===== src/rtl/controle_multiciclo_if.sv =====
// Instruction/data memory handshake between the main control FSM and the memory.
interface controle_multiciclo_if;
  logic mem_req;
  logic mem_we;
  logic mem_ready;

  modport master (output mem_req, output mem_we, input mem_ready);
  modport slave  (input mem_req, input mem_we, output mem_ready);
endinterface


===== src/rtl/controle_multiciclo.sv =====
// Multi-cycle main control FSM: sequences fetch/decode/execute/memory/writeback
// and drives every datapath enable plus the AluOP consumed by the ULA control.
module controle_multiciclo #(
  parameter int           OP_W     = 6,
  parameter logic [3:0]   FUNCT_JR = 4'd9
) (
  input  logic              clock,
  input  logic              reset,
  input  logic [OP_W-1:0]   opcode,
  input  logic [3:0]        funct,
  controle_multiciclo_if.master mem,
  output logic [3:0]        AluOP,
  output logic              ir_write,
  output logic              pc_write,
  output logic              pc_write_cond,
  output logic              reg_write,
  output logic              mem_to_reg,
  output logic              alu_src_a,
  output logic [1:0]        alu_src_b,
  output logic [1:0]        reg_dst,
  output logic [1:0]        pc_source,
  output logic              illegal,
  output logic              halted,
  output logic [3:0]        estado
);

  localparam logic [OP_W-1:0] OP_R    = OP_W'(0);
  localparam logic [OP_W-1:0] OP_LW   = OP_W'(1);
  localparam logic [OP_W-1:0] OP_SW   = OP_W'(2);
  localparam logic [OP_W-1:0] OP_BEQ  = OP_W'(3);
  localparam logic [OP_W-1:0] OP_BLT  = OP_W'(4);
  localparam logic [OP_W-1:0] OP_BGT  = OP_W'(5);
  localparam logic [OP_W-1:0] OP_BNE  = OP_W'(6);
  localparam logic [OP_W-1:0] OP_ANDI = OP_W'(7);
  localparam logic [OP_W-1:0] OP_ORI  = OP_W'(8);
  localparam logic [OP_W-1:0] OP_ADDI = OP_W'(9);
  localparam logic [OP_W-1:0] OP_SUBI = OP_W'(10);
  localparam logic [OP_W-1:0] OP_J    = OP_W'(11);
  localparam logic [OP_W-1:0] OP_JAL  = OP_W'(12);
  localparam logic [OP_W-1:0] OP_HALT = OP_W'(13);

  typedef enum logic [3:0] {
    S_IDLE   = 4'd0,
    S_FETCH  = 4'd1,
    S_DECODE = 4'd2,
    S_EXEC_R = 4'd3,
    S_WB_R   = 4'd4,
    S_EXEC_I = 4'd5,
    S_WB_I   = 4'd6,
    S_ADDR   = 4'd7,
    S_MEM_RD = 4'd8,
    S_MEM_WR = 4'd9,
    S_WB_MEM = 4'd10,
    S_BRANCH = 4'd11,
    S_JUMP   = 4'd12,
    S_JAL    = 4'd13,
    S_JR     = 4'd14,
    S_HALT   = 4'd15
  } state_t;

  state_t            state, state_nx;
  logic [OP_W-1:0]   op_q;
  logic              req, we;

  always_ff @(posedge clock or negedge reset) begin
    if (!reset) begin
      state <= S_IDLE;
      op_q  <= '0;
    end else begin
      state <= state_nx;
      if (state == S_DECODE) op_q <= opcode;
    end
  end

  always_comb begin
    state_nx      = state;
    req           = 1'b0;
    we            = 1'b0;
    AluOP         = 4'b0000;
    ir_write      = 1'b0;
    pc_write      = 1'b0;
    pc_write_cond = 1'b0;
    reg_write     = 1'b0;
    mem_to_reg    = 1'b0;
    alu_src_a     = 1'b0;
    alu_src_b     = 2'd0;
    reg_dst       = 2'd0;
    pc_source     = 2'd0;
    illegal       = 1'b0;
    halted        = 1'b0;
    case (state)
      S_IDLE: state_nx = S_FETCH;
      S_FETCH: begin
        req       = 1'b1;
        alu_src_b = 2'd1;
        if (mem.mem_ready) begin
          ir_write = 1'b1;
          pc_write = 1'b1;
          state_nx = S_DECODE;
        end
      end
      S_DECODE: begin
        // branch target is precomputed here while the opcode is dispatched
        alu_src_b = 2'd3;
        case (opcode)
          OP_R:                         state_nx = (funct == FUNCT_JR) ? S_JR : S_EXEC_R;
          OP_LW, OP_SW:                 state_nx = S_ADDR;
          OP_BEQ, OP_BLT, OP_BGT, OP_BNE:   state_nx = S_BRANCH;
          OP_ANDI, OP_ORI, OP_ADDI, OP_SUBI: state_nx = S_EXEC_I;
          OP_J:                         state_nx = S_JUMP;
          OP_JAL:                       state_nx = S_JAL;
          OP_HALT:                      state_nx = S_HALT;
          default: begin
            illegal  = 1'b1;
            state_nx = S_FETCH;
          end
        endcase
      end
      S_EXEC_R: begin
        AluOP    = 4'b0001;
        state_nx = S_WB_R;
      end
      S_WB_R: begin
        reg_write = 1'b1;
        reg_dst   = 2'd1;
        state_nx  = S_FETCH;
      end
      S_EXEC_I: begin
        case (op_q)
          OP_ANDI: AluOP = 4'b0110;
          OP_ORI:  AluOP = 4'b0111;
          OP_ADDI: AluOP = 4'b1000;
          default: AluOP = 4'b1001;
        endcase
        alu_src_b = 2'd2;
        state_nx  = S_WB_I;
      end
      S_WB_I: begin
        reg_write = 1'b1;
        state_nx  = S_FETCH;
      end
      S_ADDR: begin
        alu_src_a = 1'b1;
        alu_src_b = 2'd2;
        state_nx  = (op_q == OP_SW) ? S_MEM_WR : S_MEM_RD;
      end
      S_MEM_RD: begin
        req = 1'b1;
        if (mem.mem_ready) state_nx = S_WB_MEM;
      end
      S_MEM_WR: begin
        req = 1'b1;
        we  = 1'b1;
        if (mem.mem_ready) state_nx = S_FETCH;
      end
      S_WB_MEM: begin
        reg_write  = 1'b1;
        mem_to_reg = 1'b1;
        state_nx   = S_FETCH;
      end
      S_BRANCH: begin
        case (op_q)
          OP_BEQ:  AluOP = 4'b0010;
          OP_BLT:  AluOP = 4'b0011;
          OP_BGT:  AluOP = 4'b0100;
          default: AluOP = 4'b0101;
        endcase
        alu_src_a     = 1'b1;
        pc_write_cond = 1'b1;
        pc_source     = 2'd1;
        state_nx      = S_FETCH;
      end
      S_JUMP: begin
        pc_write  = 1'b1;
        pc_source = 2'd2;
        state_nx  = S_FETCH;
      end
      S_JAL: begin
        pc_write  = 1'b1;
        pc_source = 2'd2;
        reg_write = 1'b1;
        reg_dst   = 2'd2;
        state_nx  = S_FETCH;
      end
      S_JR: begin
        AluOP     = 4'b0001;
        pc_write  = 1'b1;
        pc_source = 2'd3;
        state_nx  = S_FETCH;
      end
      S_HALT: halted = 1'b1;
      default: state_nx = S_IDLE;
    endcase
  end

  assign mem.mem_req = req;
  assign mem.mem_we  = we;
  assign estado      = state;

endmodule


===== src/flat_wrapper.sv =====
// flat-port wrapper written by rule: the top's interface ports become plain ports
module controle_multiciclo_flat 
#(
  parameter int           OP_W     = 6,
  parameter logic [3:0]   FUNCT_JR = 4'd9
)
  (clock, reset, opcode, funct, AluOP, ir_write, pc_write, pc_write_cond, reg_write, mem_to_reg, alu_src_a, alu_src_b, reg_dst, pc_source, illegal, halted, estado, mem_mem_req, mem_mem_we, mem_mem_ready);
  controle_multiciclo_if mem_i ();
  input  logic clock;
  input  logic reset;
  input  logic [OP_W-1:0] opcode;
  input  logic [3:0] funct;
  output logic [3:0] AluOP;
  output logic ir_write;
  output logic pc_write;
  output logic pc_write_cond;
  output logic reg_write;
  output logic mem_to_reg;
  output logic alu_src_a;
  output logic [1:0] alu_src_b;
  output logic [1:0] reg_dst;
  output logic [1:0] pc_source;
  output logic illegal;
  output logic halted;
  output logic [3:0] estado;
  output wire logic [$bits(mem_i.mem_req)-1:0] mem_mem_req;
  output wire logic [$bits(mem_i.mem_we)-1:0] mem_mem_we;
  input wire logic [$bits(mem_i.mem_ready)-1:0] mem_mem_ready;
  assign mem_mem_req = mem_i.mem_req;
  assign mem_mem_we = mem_i.mem_we;
  assign mem_i.mem_ready = mem_mem_ready;
  controle_multiciclo #(.OP_W(OP_W), .FUNCT_JR(FUNCT_JR)) u_core (.clock(clock), .reset(reset), .opcode(opcode), .funct(funct), .mem(mem_i), .AluOP(AluOP), .ir_write(ir_write), .pc_write(pc_write), .pc_write_cond(pc_write_cond), .reg_write(reg_write), .mem_to_reg(mem_to_reg), .alu_src_a(alu_src_a), .alu_src_b(alu_src_b), .reg_dst(reg_dst), .pc_source(pc_source), .illegal(illegal), .halted(halted), .estado(estado));
endmodule

===== config.mk =====
export PLATFORM = sky130hd
export DESIGN_NAME = controle_multiciclo_flat
export DESIGN_NICKNAME = d
export VERILOG_FILES = /design/src/rtl/controle_multiciclo_if.sv /design/src/rtl/controle_multiciclo.sv /design/src/flat_wrapper.sv
export SDC_FILE = /design/constraint.sdc
export NUM_CORES = 1
export LEC_CHECK = 0
export CAP_MARGIN = 20
export CORE_MARGIN = 2
export CORE_UTILIZATION = 44
export CTS_BUF_LIST = sky130_fd_sc_hd__clkbuf_4 sky130_fd_sc_hd__clkbuf_8 sky130_fd_sc_hd__clkbuf_16
export CTS_CLUSTER_SIZE = 10
export DETAILED_ROUTE_END_ITERATION = 7
export PLACE_DENSITY = 0.79
export SLEW_MARGIN = 20
export SYNTH_ARGS = -nofsm -noshare
export SYNTH_HDL_FRONTEND = slang
export SYNTH_SLANG_ARGS = --single-unit

===== constraint.sdc =====
create_clock -name clock -period 1.8 [get_ports clock]
set_input_delay 0.27 -clock clock [delete_from_list [all_inputs] [get_ports clock]]
set_output_delay 0.27 -clock clock [all_outputs]
set_load 0.05 [all_outputs]

==> metrics.md <==
| Metric | Value |
|---|---|
| Top post-synthesis cells by area | `dfrtp_1, mux2_2, nor2_1` |
| Final worst setup slack | `-441.9 ps` |
| Dpl hpwl | `2512 um` |
| Synth-to-Final Area Change | `102.3%` |
| Yosys warnings | `0` |
| WP data arrival | `1970 ps` |
| CTS buffer count | `3` |
| Initial antenna violation count | `0` |
| Clock Pin Slew Worst Setup and Hold Paths | `70 ps` |
| Std-Cell Rows | `17` |
| CTS Hold Buffers Added | `0` |
| Worst VDD drop | `1429 uV` |
| Mapped cell area | `1013 um2` |
| Synth cell types | `43` |
| Post-synth ARST share | `100.0%` |
| Crit path kind | `reg2out` |
| Syn Inst Count | `132` |
| Final GP Congestion | `0.8397` |
| Max H-tree Level | `1` |
| Critical path capture point type | `output pin` |
| DRC Markers | `0` |
| Largest stage delay on the critical path | `400 ps` |
| Syn Nets | `145` |
| Post-Layout Cell Count | `216` |
| GR Overflow Total | `0` |
| Max-cap violation count | `0` |
| First-pass DRT Iterations | `5` |
| Drt wl/cell | `22.15 um` |
| CP required | `1530 ps` |
| CTS tree | `done` |
| Final Core Density | `93.60%` |
| Post-synth top area share | `24.69%` |
| Fin area | `2051 um2` |
| Synth Flop Type | `dfrtp_1` |
| Die ar. | `2703 um2` |
| Setup Viol. Count Final | `6` |
| Vias in the first global route | `1152` |
| Routed WL | `4785 um` |
| Buffers on Ports | `36` |
| Post-synthesis register bit count | `10` |
| Gr usage total | `26.47%` |
| Final Skew | `2.389 ps` |
| Post-synthesis sequential area ratio | `24.69%` |
| Initial Utilization | `46.26%` |
| Die H | `52.00 um` |
| Headroom to the max-slew limit | `69.41%` |
| Slowest-stage cell, CP | `dfrtp_1` |
| Inst Count DP | `201` |
| Fin nets | `202` |
| Worst hold-check path type | `in2async` |
| RSZ-0062 raised after global routing | `true` |
| Design Power | `3.748 mW` |
| Clk sinks | `10` |
| Final Hold Viols | `0` |
| Core area | `2191 um2` |
| Run status | `finished, violations left` |
| Max-slew violations | `0` |
| Largest fanout on the critical path | `7` |
| Area post-placement | `1828 um2` |
| Antenna cell count | `0` |
| Max Fclk | `0.4461 GHz` |
| Chip width | `52.00 um` |
| I/O pin count | `37` |
| Post-route clock period utilization | `124.5%` |
| Failing checks | `negative setup slack` |
| Fin Setup TNS | `-1320 ps` |
| Share of layout cells above drive strength 1 | `54.26%` |
| LEAKAGE | `0.8482 nW` |
| Worst slew pin tran | `457.4 ps` |
| Post-route minimum period | `2242 ps` |
| Avg Vias per Cell | `6.380` |
| Top cells by count, synth | `nor2_1, a21oi_1, dfrtp_1, nand2_1, o21ai_0` |
| Root buffer cell | `clkbuf_4` |
| Dpl ws | `-17.26 ps` |
| Routed Antenna Nets | `0` |
| Via count | `1378` |
| Startpoint Class | `flip-flop` |
| PwrDens | `1828 nW/um2` |
| Clock latency on the worst-skew pair | `270 ps` |
| Syn avg cell area | `7.678 um2` |
| CTS max path bufs | `2` |
| Largest net degree at the start of global routing | `24` |
| Most frequent cell after synthesis | `nor2_1` |
| First-pass GRT wire length | `5278 um` |
| Worst path cell trace | `buf_4, nand2b_1, o22ai_1, and2_4, nand3_1, a21boi_4, buf_12` |
| Final Hold Slack | `308.6 ps` |
| Area leader, netlist | `dfrtp_1` |
| Initial DRC Count | `74` |
| Number of synthesized flops with an enable pin | `0` |
-- where the power goes --
| part | internal [mW] | leakage, nW | switching, mW |
|---|---|---|---|
| registers | 0.340 | 0.117 | 0.151 |
| logic | 1.38 | 0.710 | 1.66 |
| clock network | 0.123 | 0.0210 | 0.0907 |
-- worst max-delay path, delay by kind of cell (launching register included) --
family / cells / cell delay, ps
buffers and inverters: 2 / 310
and+or+nand+nor: 3 / 510
DFF: 1 / 400
AOI/OAI and AO/OA: 2 / 460
-- cells by family after synthesis --
logic type / share of synthesized area, %
buf+inv: 9.507
mux: 7.654
compound gates: 22.59
flops: 24.69
xor+xnor: 1.729
simple gates: 33.83
-- worst paths after layout --
| check | start | endpoint | slack [ps] | depth (start not counted) |
|---|---|---|---|---|
| worst max-delay path | u_core.op_q[0]$_DFFE_PN0P_ | AluOP[1] | -440 | 7 |
| max in group asynchronous | reset | u_core.estado[3]$_DFFE_PN0P_ | 1160 | 1 |
| worst max register to register | u_core.estado[3]$_DFFE_PN0P_ | u_core.estado[0]$_DFFE_PN0P_ | 40 | 6 |
| min in group clock | opcode[2] | u_core.op_q[2]$_DFFE_PN0P_ | 450 | 2 |
| worst min-delay path | reset | u_core.estado[1]$_DFFE_PN0P_ | 310 | 1 |
| worst min register to register | u_core.op_q[5]$_DFFE_PN0P_ | u_core.op_q[5]$_DFFE_PN0P_ | 570 | 1 |
-- per-layer routing --
metal	track usage (%)	wire, um	share of wire [%]	up-vias
met2	45.15	2401	50	106
met4	14.47	226	4.7	0
met3	3.736	422	8.8	31
li1	-	-	-	584
met1	31.71	1735	36	657
met5	0	0	0	-
-- registers in the layout, summed over array words and instances, names as in the netlist --
name	cells
u_core.op_q	6
u_core.estado	4
-- repair_timing --
action                                  CTS  global route
resized for setup                        10            12
pin swaps                                 1             3
endpoints found under the setup margin   12            15
hold endpoints to repair                  0             0
buffers inserted                          1            10
cloned                                    0             1
-- layout make-up --
cell class	instances	area (um2)
Tap cell	28	35.03
Fill cell	68	140.1
Timing Repair Buffer	64	843.3
Multi-Input combinational cell	108	873.3
Sequential cell	10	255.2
Inverter	2	7.507
Clock buffer	4	36.28
-- placed cells by master (no fill, tap or decap), types with 2 or more instances in the layout --
cell type        instances
a21boi_4                 2
a21oi_1                  8
a21oi_4                  3
a41oi_1                  2
and2_4                   2
and3_1                   2
buf_12                  24
buf_4                   24
buf_6                    3
clkbuf_4                 3
clkdlybuf4s50_1          9
dfrtp_1                  6
dfrtp_2                  4
dlymetal6s2s_1           2
inv_1                    2
mux2_2                   6
nand2_1                  8
nand2_2                  2
nand2b_1                 3
nand2b_2                 2
nand2b_4                 2
nand3_1                  4
nor2_1                  10
nor2_2                   4
nor2_4                   3
nor3_1                   3
nor3_2                   2
nor3_4                   3
o21ai_0                 10
or2_4                    2
xor2_1                   2
Power figures use the tool's default switching activity.
